==> src/rtl/bf16_to_dec_pkg.sv <==
// Shared definitions for the BF16-to-decimal display stage: BF16 field layout,
// well-known BF16 constants, the BCD blank code, default sizes and FSM/result encodings.
package bf16_to_dec_pkg;

  localparam int DEF_DIGITS = 8;
  localparam int DEF_BIN_W  = 27;

  localparam int BF16_SIGN_BIT = 15;
  localparam int BF16_EXP_LSB  = 7;
  localparam int BF16_EXP_W    = 8;
  localparam int BF16_FRAC_W   = 7;
  localparam int BF16_BIAS     = 127;

  localparam logic [15:0] BF16_ONE = 16'h3F80;
  localparam logic [15:0] BF16_NAN = 16'hFFC0;
  localparam logic [15:0] BF16_INF = 16'h7F80;

  localparam logic [3:0] BCD_BLANK = 4'hF;

  typedef enum logic [2:0] {
    S_IDLE    = 3'd0,
    S_UNPACK  = 3'd1,
    S_ALIGN   = 3'd2,
    S_RANGE   = 3'd3,
    S_CONVERT = 3'd4,
    S_DONE    = 3'd5
  } state_t;

  typedef enum logic [1:0] {
    RES_NORM = 2'd0,
    RES_OVF  = 2'd1,
    RES_ERR  = 2'd2
  } res_t;

endpackage

==> src/rtl/bf16_to_dec_bin_to_bcd_seq.sv <==
// Sequential double-dabble core: one add-3/shift iteration per cycle, BIN_W
// iterations after load. done is high during the final iteration cycle.
module bin_to_bcd_seq
  import bf16_to_dec_pkg::*;
#(
  parameter int DIGITS = DEF_DIGITS,
  parameter int BIN_W  = DEF_BIN_W
) (
  input  logic                  clk,
  input  logic                  rst,
  input  logic                  load,
  input  logic [BIN_W-1:0]      bin,
  output logic [4*DIGITS-1:0]   bcd,
  output logic                  done
);

  localparam int SW = 4*DIGITS + BIN_W;
  localparam int CW = $clog2(BIN_W + 1);
  localparam logic [CW-1:0] LAST_CNT = CW'(BIN_W - 1);

  logic [SW-1:0] r_shift;
  logic [SW-1:0] w_adj;
  logic [CW-1:0] r_cnt;
  logic          r_active;

  // Digits live above the binary field; adjust them before the shift.
  always_comb begin
    w_adj = r_shift;
    for (int d = 0; d < DIGITS; d++) begin
      if (r_shift[BIN_W + 4*d +: 4] >= 4'd5) begin
        w_adj[BIN_W + 4*d +: 4] = r_shift[BIN_W + 4*d +: 4] + 4'd3;
      end
    end
  end

  always_ff @(posedge clk) begin
    if (rst) begin
      r_shift  <= '0;
      r_cnt    <= '0;
      r_active <= 1'b0;
    end else if (load) begin
      r_shift  <= {{(4*DIGITS){1'b0}}, bin};
      r_cnt    <= '0;
      r_active <= 1'b1;
    end else if (r_active) begin
      r_shift <= w_adj << 1;
      r_cnt   <= r_cnt + 1'b1;
      if (r_cnt == LAST_CNT) begin
        r_active <= 1'b0;
      end
    end
  end

  assign done = r_active && (r_cnt == LAST_CNT);
  assign bcd  = r_shift[BIN_W +: 4*DIGITS];

endmodule

==> src/rtl/bf16_to_dec.sv <==
// BF16 to signed, rounded-integer packed BCD for the seven-segment driver.
// Optional macro DEC_LEADING_BLANK_EN replaces leading zero digits with the blank code.
module bf16_to_dec
  import bf16_to_dec_pkg::*;
#(
  parameter int DIGITS = DEF_DIGITS,
  parameter int BIN_W  = DEF_BIN_W
) (
  input  logic                  clk,
  input  logic                  rst,
  input  logic                  start,
  input  logic [15:0]           bf16_in,
  input  logic                  error_in,
  output logic [4*DIGITS-1:0]   bcd,
  output logic                  neg,
  output logic                  ovf,
  output logic                  err,
  output logic                  busy,
  output logic                  done,
  output state_t                dbg_state
);

  localparam logic [BIN_W:0]        ONE     = (BIN_W+1)'(1);
  localparam logic [BIN_W:0]        MAX_MAG = (BIN_W+1)'(10**DIGITS - 1);
  localparam logic signed [9:0]     E_MAX   = 10'(BIN_W - 1);

  state_t r_state, w_next;
  res_t   r_kind;

  logic                  r_sign;
  logic                  r_err_in;
  logic [BF16_EXP_W-1:0] r_exp;
  logic [BF16_FRAC_W-1:0] r_frac;
  logic [7:0]            r_mant;
  logic signed [9:0]     r_e;
  logic [BIN_W:0]        r_mag;
  logic                  r_big;

  logic [4*DIGITS-1:0]   r_bcd;
  logic                  r_neg;
  logic                  r_ovf;
  logic                  r_err;
  logic                  r_done;

  logic                  w_unpack_err;
  logic                  w_range_ovf;
  logic [BIN_W:0]        w_m_ext;
  logic [BIN_W:0]        w_mag_nxt;
  logic                  w_big_nxt;
  logic [3:0]            w_rnd_sh;
  logic [2:0]            w_half_sh;
  logic [5:0]            w_lsh;
  logic                  w_core_load;
  logic                  w_core_done;
  logic [4*DIGITS-1:0]   w_core_bcd;
  logic [4*DIGITS-1:0]   w_bcd_out;

  assign w_unpack_err = r_err_in || (r_exp == 8'hFF);
  assign w_range_ovf  = r_big || (r_mag > MAX_MAG);

  // State register
  always_ff @(posedge clk) begin
    if (rst) begin
      r_state <= S_IDLE;
    end else begin
      r_state <= w_next;
    end
  end

  always_comb begin
    w_next      = r_state;
    w_core_load = 1'b0;
    case (r_state)
      S_IDLE:    if (start) w_next = S_UNPACK;
      S_UNPACK:  w_next = w_unpack_err ? S_DONE : S_ALIGN;
      S_ALIGN:   w_next = S_RANGE;
      S_RANGE: begin
        if (w_range_ovf) begin
          w_next = S_DONE;
        end else begin
          w_next      = S_CONVERT;
          w_core_load = 1'b1;
        end
      end
      S_CONVERT: if (w_core_done) w_next = S_DONE;
      S_DONE:    w_next = S_IDLE;
      default:   w_next = S_IDLE;
    endcase
  end

  // Rounded alignment, half away from zero: adding half an LSB before the
  // right shift rounds the magnitude since the sign is handled separately.
  always_comb begin
    w_m_ext   = {{(BIN_W-7){1'b0}}, r_mant};
    w_rnd_sh  = 4'(10'sd7 - r_e);
    w_half_sh = 3'(10'sd6 - r_e);
    w_lsh     = 6'(r_e - 10'sd7);
    w_mag_nxt = '0;
    w_big_nxt = 1'b0;
    if (r_e < -10'sd1) begin
      w_mag_nxt = '0;
    end else if (r_e <= 10'sd6) begin
      w_mag_nxt = (w_m_ext + (ONE << w_half_sh)) >> w_rnd_sh;
    end else if (r_e <= E_MAX) begin
      w_mag_nxt = w_m_ext << w_lsh;
    end else begin
      w_big_nxt = 1'b1;
    end
  end

`ifdef DEC_LEADING_BLANK_EN
  logic w_lead;
  always_comb begin
    w_bcd_out = w_core_bcd;
    w_lead    = 1'b1;
    for (int d = DIGITS-1; d >= 1; d--) begin
      if (w_lead && (w_core_bcd[4*d +: 4] == 4'd0)) begin
        w_bcd_out[4*d +: 4] = BCD_BLANK;
      end else begin
        w_lead = 1'b0;
      end
    end
  end
`else
  assign w_bcd_out = w_core_bcd;
`endif

  always_ff @(posedge clk) begin
    if (rst) begin
      r_kind   <= RES_NORM;
      r_sign   <= 1'b0;
      r_err_in <= 1'b0;
      r_exp    <= '0;
      r_frac   <= '0;
      r_mant   <= '0;
      r_e      <= '0;
      r_mag    <= '0;
      r_big    <= 1'b0;
      r_bcd    <= '0;
      r_neg    <= 1'b0;
      r_ovf    <= 1'b0;
      r_err    <= 1'b0;
      r_done   <= 1'b0;
    end else begin
      r_done <= 1'b0;
      case (r_state)
        S_IDLE: begin
          if (start) begin
            r_sign   <= bf16_in[BF16_SIGN_BIT];
            r_exp    <= bf16_in[BF16_EXP_LSB +: BF16_EXP_W];
            r_frac   <= bf16_in[BF16_FRAC_W-1:0];
            r_err_in <= error_in;
          end
        end
        S_UNPACK: begin
          if (w_unpack_err) begin
            r_kind <= RES_ERR;
          end else begin
            r_kind <= RES_NORM;
            // Zero/subnormal: a zero mantissa yields magnitude 0 in every align branch.
            if (r_exp == '0) begin
              r_mant <= '0;
              r_e    <= '0;
            end else begin
              r_mant <= {1'b1, r_frac};
              r_e    <= $signed({2'b00, r_exp}) - 10'(BF16_BIAS);
            end
          end
        end
        S_ALIGN: begin
          r_mag <= w_mag_nxt;
          r_big <= w_big_nxt;
        end
        S_RANGE: begin
          if (w_range_ovf) r_kind <= RES_OVF;
        end
        S_DONE: begin
          r_done <= 1'b1;
          case (r_kind)
            RES_ERR: begin
              r_bcd <= '0;
              r_neg <= 1'b0;
              r_ovf <= 1'b0;
              r_err <= 1'b1;
            end
            RES_OVF: begin
              r_bcd <= '0;
              r_neg <= r_sign;
              r_ovf <= 1'b1;
              r_err <= 1'b0;
            end
            default: begin
              r_bcd <= w_bcd_out;
              r_neg <= r_sign && (r_mag != '0);
              r_ovf <= 1'b0;
              r_err <= 1'b0;
            end
          endcase
        end
        default: ;
      endcase
    end
  end

  bin_to_bcd_seq #(
    .DIGITS (DIGITS),
    .BIN_W  (BIN_W)
  ) u_core (
    .clk  (clk),
    .rst  (rst),
    .load (w_core_load),
    .bin  (r_mag[BIN_W-1:0]),
    .bcd  (w_core_bcd),
    .done (w_core_done)
  );

  assign bcd       = r_bcd;
  assign neg       = r_neg;
  assign ovf       = r_ovf;
  assign err       = r_err;
  assign done      = r_done;
  assign busy      = (r_state != S_IDLE);
  assign dbg_state = r_state;

endmodule

==> config.mk <==
export PLATFORM = sky130hd
export DESIGN_NAME = bf16_to_dec
export DESIGN_NICKNAME = d
export VERILOG_FILES = /design/src/rtl/bf16_to_dec_pkg.sv /design/src/rtl/bf16_to_dec_bin_to_bcd_seq.sv /design/src/rtl/bf16_to_dec.sv
export SDC_FILE = /design/constraint.sdc
export NUM_CORES = 1
export LEC_CHECK = 0
export CORE_AREA = 2 2 131 133
export CTS_CLUSTER_SIZE = 40
export DETAILED_ROUTE_END_ITERATION = 7
export DIE_AREA = 0 0 133 135
export PLACE_DENSITY = 0.82
export SLEW_MARGIN = 20
export SYNTH_ARGS = -nofsm -noshare
export SYNTH_HDL_FRONTEND = slang
export SYNTH_SLANG_ARGS = --single-unit
==> constraint.sdc <==
create_clock -name clk -period 3.75 [get_ports clk]
set_clock_uncertainty 0.05 [all_clocks]
set_input_delay 0.5625 -clock clk [delete_from_list [all_inputs] [get_ports clk]]
set_output_delay 0.5625 -clock clk [all_outputs]
set_load 0.01 [all_outputs]
# Word level (Yosys, flattened, before mapping)
# Index checks and enable logic that the tools add are counted.
# word_totals
elab_cells,113
mem_bits_rw,0
register_bits,170
output_inout_bits,40
input_bits,20
romBits,0
latchBits,0
n_memories,0
# op_classes
n_reduce_logical,16
order_cmp,12
n_bitwise,1
mux,36
shifts,3
n_mul,0
div_mod_pow,0
n_eq_ne,12
addsub,14
# op_table
cell,n
$mux 28,3
$mux 27,2
$ge 4x3->1 const B,8
$mux 32,1
$add 4x2->4 const B,7
$add 8x28->28,1
$gt 28x27->1 const B,1
$mux 4,7
$reduce_bool 28->1,1
$shl 1x3->28 const A,1
$shl 8x6->28,1
$shr 28x4->28,1
$pmux 3 s5,1
$mux 1,12
$mux 3,4
$le 10x4->1 const B,1
$le 10x6->1 const B,1
$lt 10x1->1 const B,1
$mux 10,1
$sub 8x7->9 const B,1
$eq 8x8->1 const B,1
$logic_not 8->1,1
$mux 8,1
$reduce_and 2->1,4
other kinds (23),31

# Logic depth before layout (Yosys ltp)
# depth
ltp_word,6
mapped_depth,16
depth_no_buf,12

# Cells and area by module
# A second synthesis with hierarchy kept.
# hier_totals
cells_unflattened,1086
area_unflattened_um2,9228.9
# by_module_without_submodules
module,cells_per_inst,seq_area_each_um2,area_each_um2,n_inst
bf16_to_dec,643,2082.0,5390.2,1
bin_to_bcd_seq,443,1301.2,3838.7,1

# Worst setup path before layout
# No wires, ideal clock.
# synth_path
path_kind,reg2reg
startpoint,register r_e[2]
endpoint,register r_mag[3]
path_slack_ns,0.004
setup_ns,0.091
path_stages_with_launch,17
arrival_ns,3.605
synth_period_minus_slack_ns,3.746
path_buffers,4
required_ns,3.609
cell_sequence,dfxtp_1 > buf_2 > inv_1 > ha_1 > clkbuf_1 > buf_1 > clkbuf_1 > nor2b_1 > ha_1 > inv_1 > fa_1 > nand2b_1 > a21oi_2 > nor3_1 > or2_2 > mux4_2 > a311oi_1
# synth_between
elab_chain_len,6
word_cells_on_any_way,13
cone_classes,4 x add/sub; 3 x order compare; 3 x shift; 3 x mux
# synth_lines
element,line,text
from (decl),bf16_to_dec.sv:35,logic signed [9:0] r_e;
from (signal assigned),bf16_to_dec.sv:166,"r_e <= $signed({2'b00, r_exp}) - 10'(BF16_BIAS);"
$sub 2x3->3,bf16_to_dec.sv:96,w_half_sh = 3'(10'sd6 - r_e);
$shl 1x3->28,bf16_to_dec.sv:103,w_mag_nxt = (w_m_ext + (ONE << w_half_sh)) >> w_rnd_sh;
$add 8x28->28,bf16_to_dec.sv:103,
$shr 28x4->28,bf16_to_dec.sv:103,
$mux 28,bf16_to_dec.sv:102,end else if (r_e <= 10'sd6) begin
$mux 28 *,bf16_to_dec.sv:100,if (r_e < -10'sd1) begin
to (signal assigned),bf16_to_dec.sv:171,r_mag <= w_mag_nxt;
to (decl),bf16_to_dec.sv:36,logic [BIN_W:0] r_mag;
# Mark *: on every way between the ends. The rest lies on a longest branch, timed or not.
# A chain may end at the register's enable or synchronous reset.

# Final worst setup path
# layout_path
startpoint,register r_e[1]
endpoint,register r_mag[3]
# The elaborated chain is that of the path after synthesis.

==> impl_metrics.json <==
{
  "run_status": "completed",
  "worst_ep_required_time_ns": 4.04,
  "num_vias": 7497,
  "layout_min_cycle_time_ns": 3.39,
  "clockBufferDepth": 2,
  "syn-cell-area_mm2": 0.00877,
  "worstHoldPathCells": 2,
  "final_period_util": 0.904,
  "setup.worst_path.end_class": "register",
  "yosysSeqAreaShare": 0.386,
  "smallest_setup_slack_after_layout_ns": 0.360,
  "drt.antenna.violating_nets": 0,
  "gr-usage-all-layers": 0.229,
  "timing.critical_path.fanout_max": 6,
  "min_to": "u_core.r_active",
  "hp-class": "in -> reg",
  "drt-pass1-iter-count": 5,
  "first_pass_grt_wire_length_um": 33500,
  "synth.yosys.warnings": 0,
  "num_rows": 47,
  "netlist-cell-type-count": 72,
  "maxCapViolations": 0,
  "preCtsSetupSlack_ns": 0.370,
  "layout_fillers": 1380,
  "postSynthRegisterBits": 169,
  "antenna_cells": 0,
  "power_leakage_uw": 0.00363,
  "cp_data_arrival_time_ns": 3.68,
  "combinational_family_with_the_most_area_after_synthesis": "compound AO/OA/AOI/OAI gates",
  "reg2reg_to": "r_mag[3]",
  "numCtsBuffers": 17,
  "cts_repair_resize_count": 0,
  "power_density_mw_per_mm2": 408,
  "rsz_0062_raised_after_global_routing": "no",
  "die_y_um": 135,
  "report.final.hold_viol_count": 0,
  "design.final.nets": 1112,
  "floorplan.die.width_um": 133,
  "cts.root.buffer_cell": "clkbuf_16",
  "dr_wl_met3_um": 1020,
  "wire_per_inst_um": 15.6,
  "cts_tree": "done",
  "syn-num-nets": 1090,
  "gpl.final_weighted_congestion": 0.951,
  "routed-wl-met2_um": 9350,
  "synth.avg_cell_area_um2": 8.50,
  "design.die.area_mm2": 0.0180,
  "synth_enable_flop_cells": 0,
  "slew_violations": 0,
  "slew-limit-headroom": 0.442,
  "worst_slew_pin_slew_ns": 0.837,
  "ctsHoldBuffers": 0,
  "instances_no_fill": 1286,
  "postSynth.asyncResetShare": 0,
  "holdCritStartpoint": "rst",
  "clock_sink_count": 169,
  "worst-r2r-cell-count": 12,
  "place_hpwl_um": 13800,
  "synth_adder_area_share": 0.0551,
  "regToRegSetupSlack_ns": 0.36,
  "grt_antenna_before_repair": 0,
  "clk-insertion-delay-late_ns": 0.43,
  "grt.overflow.total": 0,
  "power.ir.vdd_worst_v": 0.000348,
  "cts.clk_slew.worst_paths_ns": 0.07,
  "place_inst": 1255,
  "core_area_mm2": 0.0164,
  "numPortBuffers": 59,
  "first_iter_violations": 682,
  "proportion_of_layout_cells_with_a_drive_suffix_above_1": 0.0704,
  "critical_path.reg2reg.startpoint": "r_e[1]",
  "postCtsSetupBuffers": 0,
  "totalPowerFinal_uw": 4090,
  "cp-startpoint": "r_e[1]",
  "muxShareOfSynthArea": 0.0785,
  "routed.top_layer": "met4",
  "post_synthesis_cells": 1032,
  "htreeDepth": 4,
  "synthFlopType": "dfxtp_1",
  "setup_total_negative_slack_ns": 0,
  "synth_compound_area_frac": 0.203,
  "post_synth_xor_area_fraction": 0.0330,
  "i_o_pins": 60,
  "wirelength_met1_um": 9110,
  "critical_path_class": "reg -> reg",
  "drc": 0,
  "max_clock_freq_ghz": 0.295,
  "drt-vias-per-instance": 5.83,
  "first_global_vias": 6889,
  "pin_count_of_the_biggest_net_entering_global_routing": 55,
  "route.final.wire_length_um": 20000,
  "area_growth_pct": 14.1,
  "floorplan.initialDensity": 0.535,
  "synth-simple-area-share": 0.191,
  "setup_viol": 0,
  "worstSetupStartpointType": "register"
}
[area by class of cell]
class	count	area, µm²	share of cell area
clock buffer	18	439	0.0439
timing repair buffer	73	693	0.0693
sequential	169	3380	0.338
tap	220	275	0.0275
clock inverter	13	163	0.0163
inverter	34	128	0.0128
multi-input combinational	759	4920	0.492
[power breakdown]
group | switching (µW) | internal (µW) | leakage, µW
Combinational | 266 | 171 | 0.00198
Clock | 754 | 1010 | 0.000285
Sequential | 46.2 | 1830 | 0.00137
[Yosys cell counts (5+ instances only)]
master | instances | area (µm²)
ha_1 | 37 | 463
a22o_1 | 32 | 280
nor2b_1 | 8 | 50.1
nor3b_1 | 5 | 37.5
xnor2_1 | 14 | 123
dfxtp_1 | 169 | 3380
xor2_1 | 19 | 166
nor4_1 | 9 | 56.3
nor3_1 | 22 | 110
mux2i_1 | 53 | 531
o21ai_0 | 48 | 240
buf_1 | 5 | 18.8
buf_6 | 8 | 90.1
nand2_1 | 89 | 334
clkbuf_1 | 43 | 161
and3_1 | 7 | 43.8
nand2b_1 | 17 | 106
a21oi_1 | 78 | 390
inv_1 | 32 | 120
a211oi_1 | 29 | 218
nor2_1 | 132 | 495
nand3_1 | 28 | 140
o22ai_1 | 5 | 31.3
mux2_2 | 8 | 90.1
nand4_1 | 13 | 81.3
nand3b_1 | 5 | 37.5
buf_2 | 14 | 70.1
a22oi_1 | 25 | 188
and2_1 | 5 | 31.3
[critical path, cell delays in order, from the launching register on]
cell and delay (ns):
dfxtp_1 0.38, ha_1 0.28, ha_1 0.31, nor2b_1 0.13, ha_1 0.18, inv_1 0.06, fa_1 0.39, nand2b_1 0.22
a21oi_2 0.25, nor3_1 0.09, or2_2 0.28, mux4_2 0.44, a311oi_1 0.25
[per-stage QoR]
stage | utilization | hold slack, ns | cell area (µm²)
finish | 0.610 | 0.340 | 10000
global route | 0.610 | 0.332 | 10000
CTS | 0.610 | 0.328 | 10000
detailed placement | 0.573 | 0.396 | 9400
global placement | 0.573 | 0.393 | 9400
floorplan | - | 0.383 | 8770
[routing by layer]
| layer | vias up | GRT usage |
|---|---|---|
| met1 | 3500 | 0.301 |
| li1 | 3730 | - |
| met2 | 225 | 0.372 |
| met3 | 42 | 0.0492 |
| met4 | 0 | 0.0824 |
| met5 | - | 0 |
[cells by family after synthesis]
family / Yosys count
and+or+nand+nor: 357
AOI/OAI and AO/OA: 267
DFF: 169
buffers and inverters: 104
muxes: 64
adders and majority gates: 38
xor gates and xnor gates: 33
[how the worst max path moves through the flow]
stage	to	slack (ns)
floorplan	r_mag[3]	0.004
global placement	r_mag[3]	0.52
detailed placement	r_mag[3]	0.37
CTS	r_mag[3]	0.37
global route	r_mag[1]	0.13
finish	r_mag[3]	0.36
[layout by cell type (no fill, tap or decap), types with 13 or more instances in the layout]
cell type / instances
a211oi_1: 29
a21oi_1: 78
a22o_1: 32
a22oi_1: 25
buf_4: 15
clkbuf_16: 17
clkdlybuf4s50_1: 58
dfxtp_1: 168
ha_1: 37
inv_1: 32
mux2i_1: 53
nand2_1: 89
nand2b_1: 17
nand3_1: 28
nand4_1: 13
nor2_1: 132
nor3_1: 22
o21ai_0: 48
xnor2_1: 14
xor2_1: 19
[flip-flops by register name, indices dropped and copies added, names as in the netlist, 2 cells and up]
register,count
r_e,9
dbg_state,3
r_frac,7
r_kind,2
r_mant,8
r_exp,8
bcd,32
u_core.r_cnt,5
r_mag,28
u_core.r_shift,59
Note: power is estimated with default switching activity, not from simulation.
==> RTL change 1 (config.mk and constraints unchanged) <==
Put one more register stage on the output `err`. The value now appears one clock later. The other outputs are not delayed to match.
--- a/src/rtl/bf16_to_dec.sv
+++ b/src/rtl/bf16_to_dec.sv
@@ -217,7 +217,9 @@
   assign bcd       = r_bcd;
   assign neg       = r_neg;
   assign ovf       = r_ovf;
-  assign err       = r_err;
+  always_ff @(posedge clk) begin
+    err <= r_err;
+  end
   assign done      = r_done;
   assign busy      = (r_state != S_IDLE);
   assign dbg_state = r_state;
Check against the original RTL: not equivalent (Yosys sat finds a counterexample within 4 cycles, from zero or initial values and one cycle with rst high).
==> RTL change 1 against the original RTL <==
- non-clock buffer count is the same
- worst setup slack gained 9.5 ps
- sequential share of layout area grew 0.23 points
- sequential cell count grew 1
- final area is essentially flat
- largest cell class unchanged
- count of clock-buffer cells in the layout shrank 1
- fmax grew 0.28%
- power shrank 1.4%
- synthesized area grew 0.23%
- routed wire length shrank 1.7%
- largest power group unchanged
==> RTL change 1: results (changes against the original RTL) <==
Outcome
  – Status: finished clean (unchanged)

Power and ir drop
  – Leakage power: 0.00363 uW (about the same)
  – Maximum VDD drop: 0.000346 V (was 0.000348 V)

Timing
  – Worst slew margin: 41.5% (was 44.2%)

Worst setup path
  – R2R cell count: 12 (unchanged)
  – WS Path Type: flop to flop (unchanged)

Min path
  – Hold wc startpoint: r_err (was rst)
  – Hold Crit Class: flop to flop (was input pin to flop)

Finish
  – Fillers: 1361 (was 1380)
  – Max reg flops: 59 (unchanged)
  – Layout cell share with drive strength beyond 1: 7.12% (was 7.04%)
  – Final nets: 1113 (was 1112)

Logic synthesis
  – Synth top cells by count: 170 x dfxtp_1, 132 x nor2_1, 89 x nand2_1 (was 169 x dfxtp_1, 132 x nor2_1, 89 x nand2_1)
  – Cells after Synth: 1033 (was 1032)
  – Post-Synth Adder-Cell Area: 5.49% (was 5.51%)
  – Compound-Gate Fraction of Synth Area: 20.3% (about the same)
  – Post-synthesis mux area share: 7.83% (was 7.85%)
  – XOR/XNOR Fraction of Synth Area: 3.29% (was 3.30%)
  – Synth warnings: 0 (unchanged)
  – Register area share after synthesis: 38.7% (was 38.6%)
  – Synth area leaders: dfxtp_1 39%, mux2i_1 6.0%, nor2_1 5.6%, ha_1 5.3%, a21oi_1 4.4% (was dfxtp_1 39%, mux2i_1 6.0%, nor2_1 5.6%, ha_1 5.3%, a21oi_1 4.5%)

Placed design
  – Placed cells: 1256 (was 1255)
  – Final HPWL DP: 13.8 mm (about the same)
  – Placer congestion estimate: 0.944 (was 0.951)

Detailed routing
  – TritonRoute pass-1 iters: 6 (was 5)
  – Via/cell ratio: 5.81 (was 5.83)
  – Detailed Route Iter0 Violations: 611 (was 682)
  – Final wirelength: 19.7 mm (was 20.0 mm)
  – Wire length per cell: 15.3 um (was 15.6 um)

Clock tree
  – H-tree depth: 4 (unchanged)

GRT
  – First-pass GRT wire length: 33.6 mm (was 33.5 mm)
  – Met3 Use GR: 4.77% (was 4.92%)
  – Largest net degree at the start of global routing: 60 (was 55)
  – GR Layer Usage met1: 30.6% (was 30.1%)
  – GRT Total Usage: 22.7% (was 22.9%)
  – Met2 usage: 36.0% (was 37.2%)
  – Number of global-route vias before repair: 6842 (was 6889)
[RTL change 1: final cells by class]
class	instances	area share [%]
tap	220	2.75
timing repair buffer	73	6.93
multi-input combinational	759	49.2
clock inverter	15	1.48
sequential	170	34.1
clock buffer	17	4.26
inverter	34	1.28
[RTL change 1: worst min path at each step]
stage | to | slack (ps) | depth (start not counted)
final | err | 310 | 0
after global routing | err | 320 | 0
after CTS | err | 310 | 0
after detailed placement | err | 300 | 0
after global placement | err | 300 | 0
after floorplan | err | 280 | 0
[RTL change 1: logic make-up after synthesis]
| family | Yosys count |
|---|---|
| buf+inv | 104 |
| xor+xnor | 33 |
| simple gates | 357 |
| mux | 64 |
| fa+ha+maj | 38 |
| compound gates | 267 |
| flops | 170 |
[RTL change 1: metal layers]
metal  wire length [um]  vias to the layer above
met5                  0                        -
met4                482                        0
met3                937                       43
met2               9110                      216
met1               9150                     3482
li1                   -                     3745
[RTL change 1: power breakdown]
group	switching, uW	internal, uW
clock	823	884
combinational	259	172
sequential	47.1	1840
[RTL change 1: worst max-delay path, cell delays in order (launching register included)]
cell      delay, ps
dfxtp_1         360
ha_1            270
ha_1            300
nor2b_1         130
ha_1            180
inv_1            60
fa_1            400
nand2b_1        210
a21oi_2         250
nor3_1           90
or2_2           280
mux4_2          450
a311oi_1        260
[RTL change 1: stage by stage]
step / cell area, um2 / setup WS (ps) / utilization, % / hold slack [ps]
5_1_grt: 10000 / 67.2 / 60.9 / 316
6_report: 10000 / 369 / 60.9 / 314
3_5_place_dp: 9420 / 378 / 57.4 / 301
4_1_cts: 10000 / 368 / 60.9 / 311
2_1_floorplan: 8790 / 4.39 / - / 281
3_3_place_gp: 9420 / 516 / 57.4 / 304
==> RTL change 2 (same flow settings) <==
Without the edit above. The option `DEC_LEADING_BLANK_EN` is turned on by a define.
--- a/src/rtl/bf16_to_dec.sv
+++ b/src/rtl/bf16_to_dec.sv
@@ -1,5 +1,7 @@
 // BF16 to signed, rounded-integer packed BCD for the seven-segment driver.
 // Optional macro DEC_LEADING_BLANK_EN replaces leading zero digits with the blank code.
+`define DEC_LEADING_BLANK_EN
+
 module bf16_to_dec
   import bf16_to_dec_pkg::*;
 #(
Function: no difference found for any inputs over 10 cycles, from zero or initial values and one cycle with rst high; that may be too few to reach the edited logic, so the function may still have changed.
==> RTL change 2 against the original RTL <==
- fmax is 0.64% lower
- synthesized area is 4.0% higher
- first-iteration DRC count is 10% lower
- routed wire length is 7.2% higher
- worst setup slack worse by 22 ps
- critical path depth stayed put
- non-clock buffer count is 1 higher
- sequential cell count stayed put
- final area is 4.2% higher
- power is 9.3% higher
- utilization is 2.6 points higher
- critical path type unchanged
- critical endpoint unchanged
==> RTL change 2: results (changes against the original RTL) <==
Finish
  – Invs w/o clock: 36 (was 34)
  – Multi-input gates: 843 (was 759)
  – Fillers: 1379 (was 1380)
  – Multi-input combinational area share: 50.7% (was 49.2%)
  – Layout cell share with drive strength beyond 1: 5.72% (was 7.04%)
  – Clock network share of area: 6.19% (was 6.01%)
  – Post-Layout Cell Count: 1374 (was 1286)
  – Non-clk buf share: 6.72% (was 6.93%)
  – Non-CTS buffers: 74 (was 73)

GRT
  – GRT Total Usage: 24.3% (was 22.9%)
  – Number of global-route vias before repair: 7537 (was 6889)
  – Largest net degree at the start of global routing: 61 (was 55)
  – First-pass GRT wire length: 36.2 mm (was 33.5 mm)

Min path
  – Hold Crit Class: flop to flop (was input pin to flop)
  – Hold wc startpoint: bcd[5] (was rst)
  – Hold EP: bcd[5] (was u_core.r_active)

Worst setup path
  – CP top delay family: compound AO/OA/AOI/OAI gates (was adder cells)
  – Arr. time, crit path: 3660 ps (was 3680 ps)
  – Max incr delay on CP: 510 ps (was 440 ps)
  – Worst r2r src: r_e[0] (was r_e[1])
  – R2R cell count: 12 (unchanged)
  – Worst reg2reg setup slack: 340 ps (was 360 ps)
  – CP max-delay cell: o21ai_0 (was mux4_2)

Logic synthesis
  – Register area share after synthesis: 37.1% (was 38.6%)
  – Synth area leaders: dfxtp_1 37%, a21oi_1 6.5%, ha_1 5.9%, mux2i_1 5.2%, nand2_1 5.0% (was dfxtp_1 39%, mux2i_1 6.0%, nor2_1 5.6%, ha_1 5.3%, a21oi_1 4.5%)
  – Yosys cell types: 65 (was 72)
  – Syn Area/Cell: 8.11 um2 (was 8.50 um2)
  – Post-synthesis mux area share: 6.43% (was 7.85%)
  – Compound-Gate Fraction of Synth Area: 21.4% (was 20.3%)
  – Synth top cells by count: 169 x dfxtp_1, 122 x nand2_1, 120 x nor2_1 (was 169 x dfxtp_1, 132 x nor2_1, 89 x nand2_1)
  – XOR/XNOR Fraction of Synth Area: 3.27% (was 3.30%)
  – Synth Net Count: 1189 (was 1090)
  – Post-Synth Adder-Cell Area: 6.12% (was 5.51%)

Timing
  – Slew @ Worst Pin: 918 ps (was 837 ps)
  – Setup violations, final: 0 (unchanged)

Outcome
  – Status: finished clean (unchanged)

Power and ir drop
  – Maximum VDD drop: 0.000342 V (was 0.000348 V)
  – Leakage power: 0.00363 uW (about the same)

Placed design
  – Placer congestion estimate: 0.963 (was 0.951)
  – Final HPWL DP: 15.0 mm (was 13.8 mm)

Detailed routing
  – Wire length per cell: 15.6 um (about the same)
  – Detailed Route Iter0 Violations: 614 (was 682)
RTL change 2: cell count changes after synthesis, sizes merged, moves of 6 or more:
cell	before	now
nand3	28	35
o211ai	5	30
mux2i	53	47
a22oi	25	19
a22o	32	11
a21oi	79	119
nor2	132	120
ha	37	43
buf	27	17
nand2	89	122
clkbuf	43	60
RTL change 2: how the worst max path moves through the flow:
stage                 from  cells after the start  slack (ps)        to
finish              r_e[0]                     12         340  r_mag[3]
global route        r_e[0]                     12          40  r_mag[3]
CTS                 r_e[0]                     12         380  r_mag[3]
detailed placement  r_e[0]                     12         410  r_mag[3]
global placement    r_e[0]                     12         510  r_mag[3]
floorplan           r_e[1]                     14         240  r_mag[1]
RTL change 2: through the flow:
step / hold slack (ps) / utilization (%) / worst slack (ps) / total power, uW / area, um2
after global placement: 388 / 59.6 / 512 / 2550 / 9780
after floorplan: 386 / - / 245 / 2400 / 9120
after global routing: 415 / 63.6 / 37.1 / 4640 / 10400
after detailed placement: 395 / 59.6 / 413 / 2560 / 9780
final: 399 / 63.6 / 338 / 4470 / 10400
after CTS: 402 / 63.6 / 375 / 4490 / 10400
RTL change 2: per-layer routing:
layer | GRT usage [%] | wire [um] | vias up
li1 | - | - | 4057
met1 | 33.6 | 10200 | 3762
met2 | 38.4 | 9920 | 216
met3 | 4.65 | 935 | 33
met4 | 8.06 | 385 | 0
met5 | 0 | 0 | -
RTL change 2: logic make-up (layout without fill, tap and decap cells):
kind of cell	Yosys count	after routing
AO/OA/AOI/OAI	309	309
XOR/XNOR	34	34
adder cells (fa/ha/maj)	44	44
buffers and inverters	113	142
flip-flops	169	169
multiplexers	55	55
AND/OR/NAND/NOR	401	401
RTL change 2: report_power, final:
part,switching (uW),internal (uW)
clock,740,1190
combinational,379,234
sequential,66.6,1860
total,1190,3280
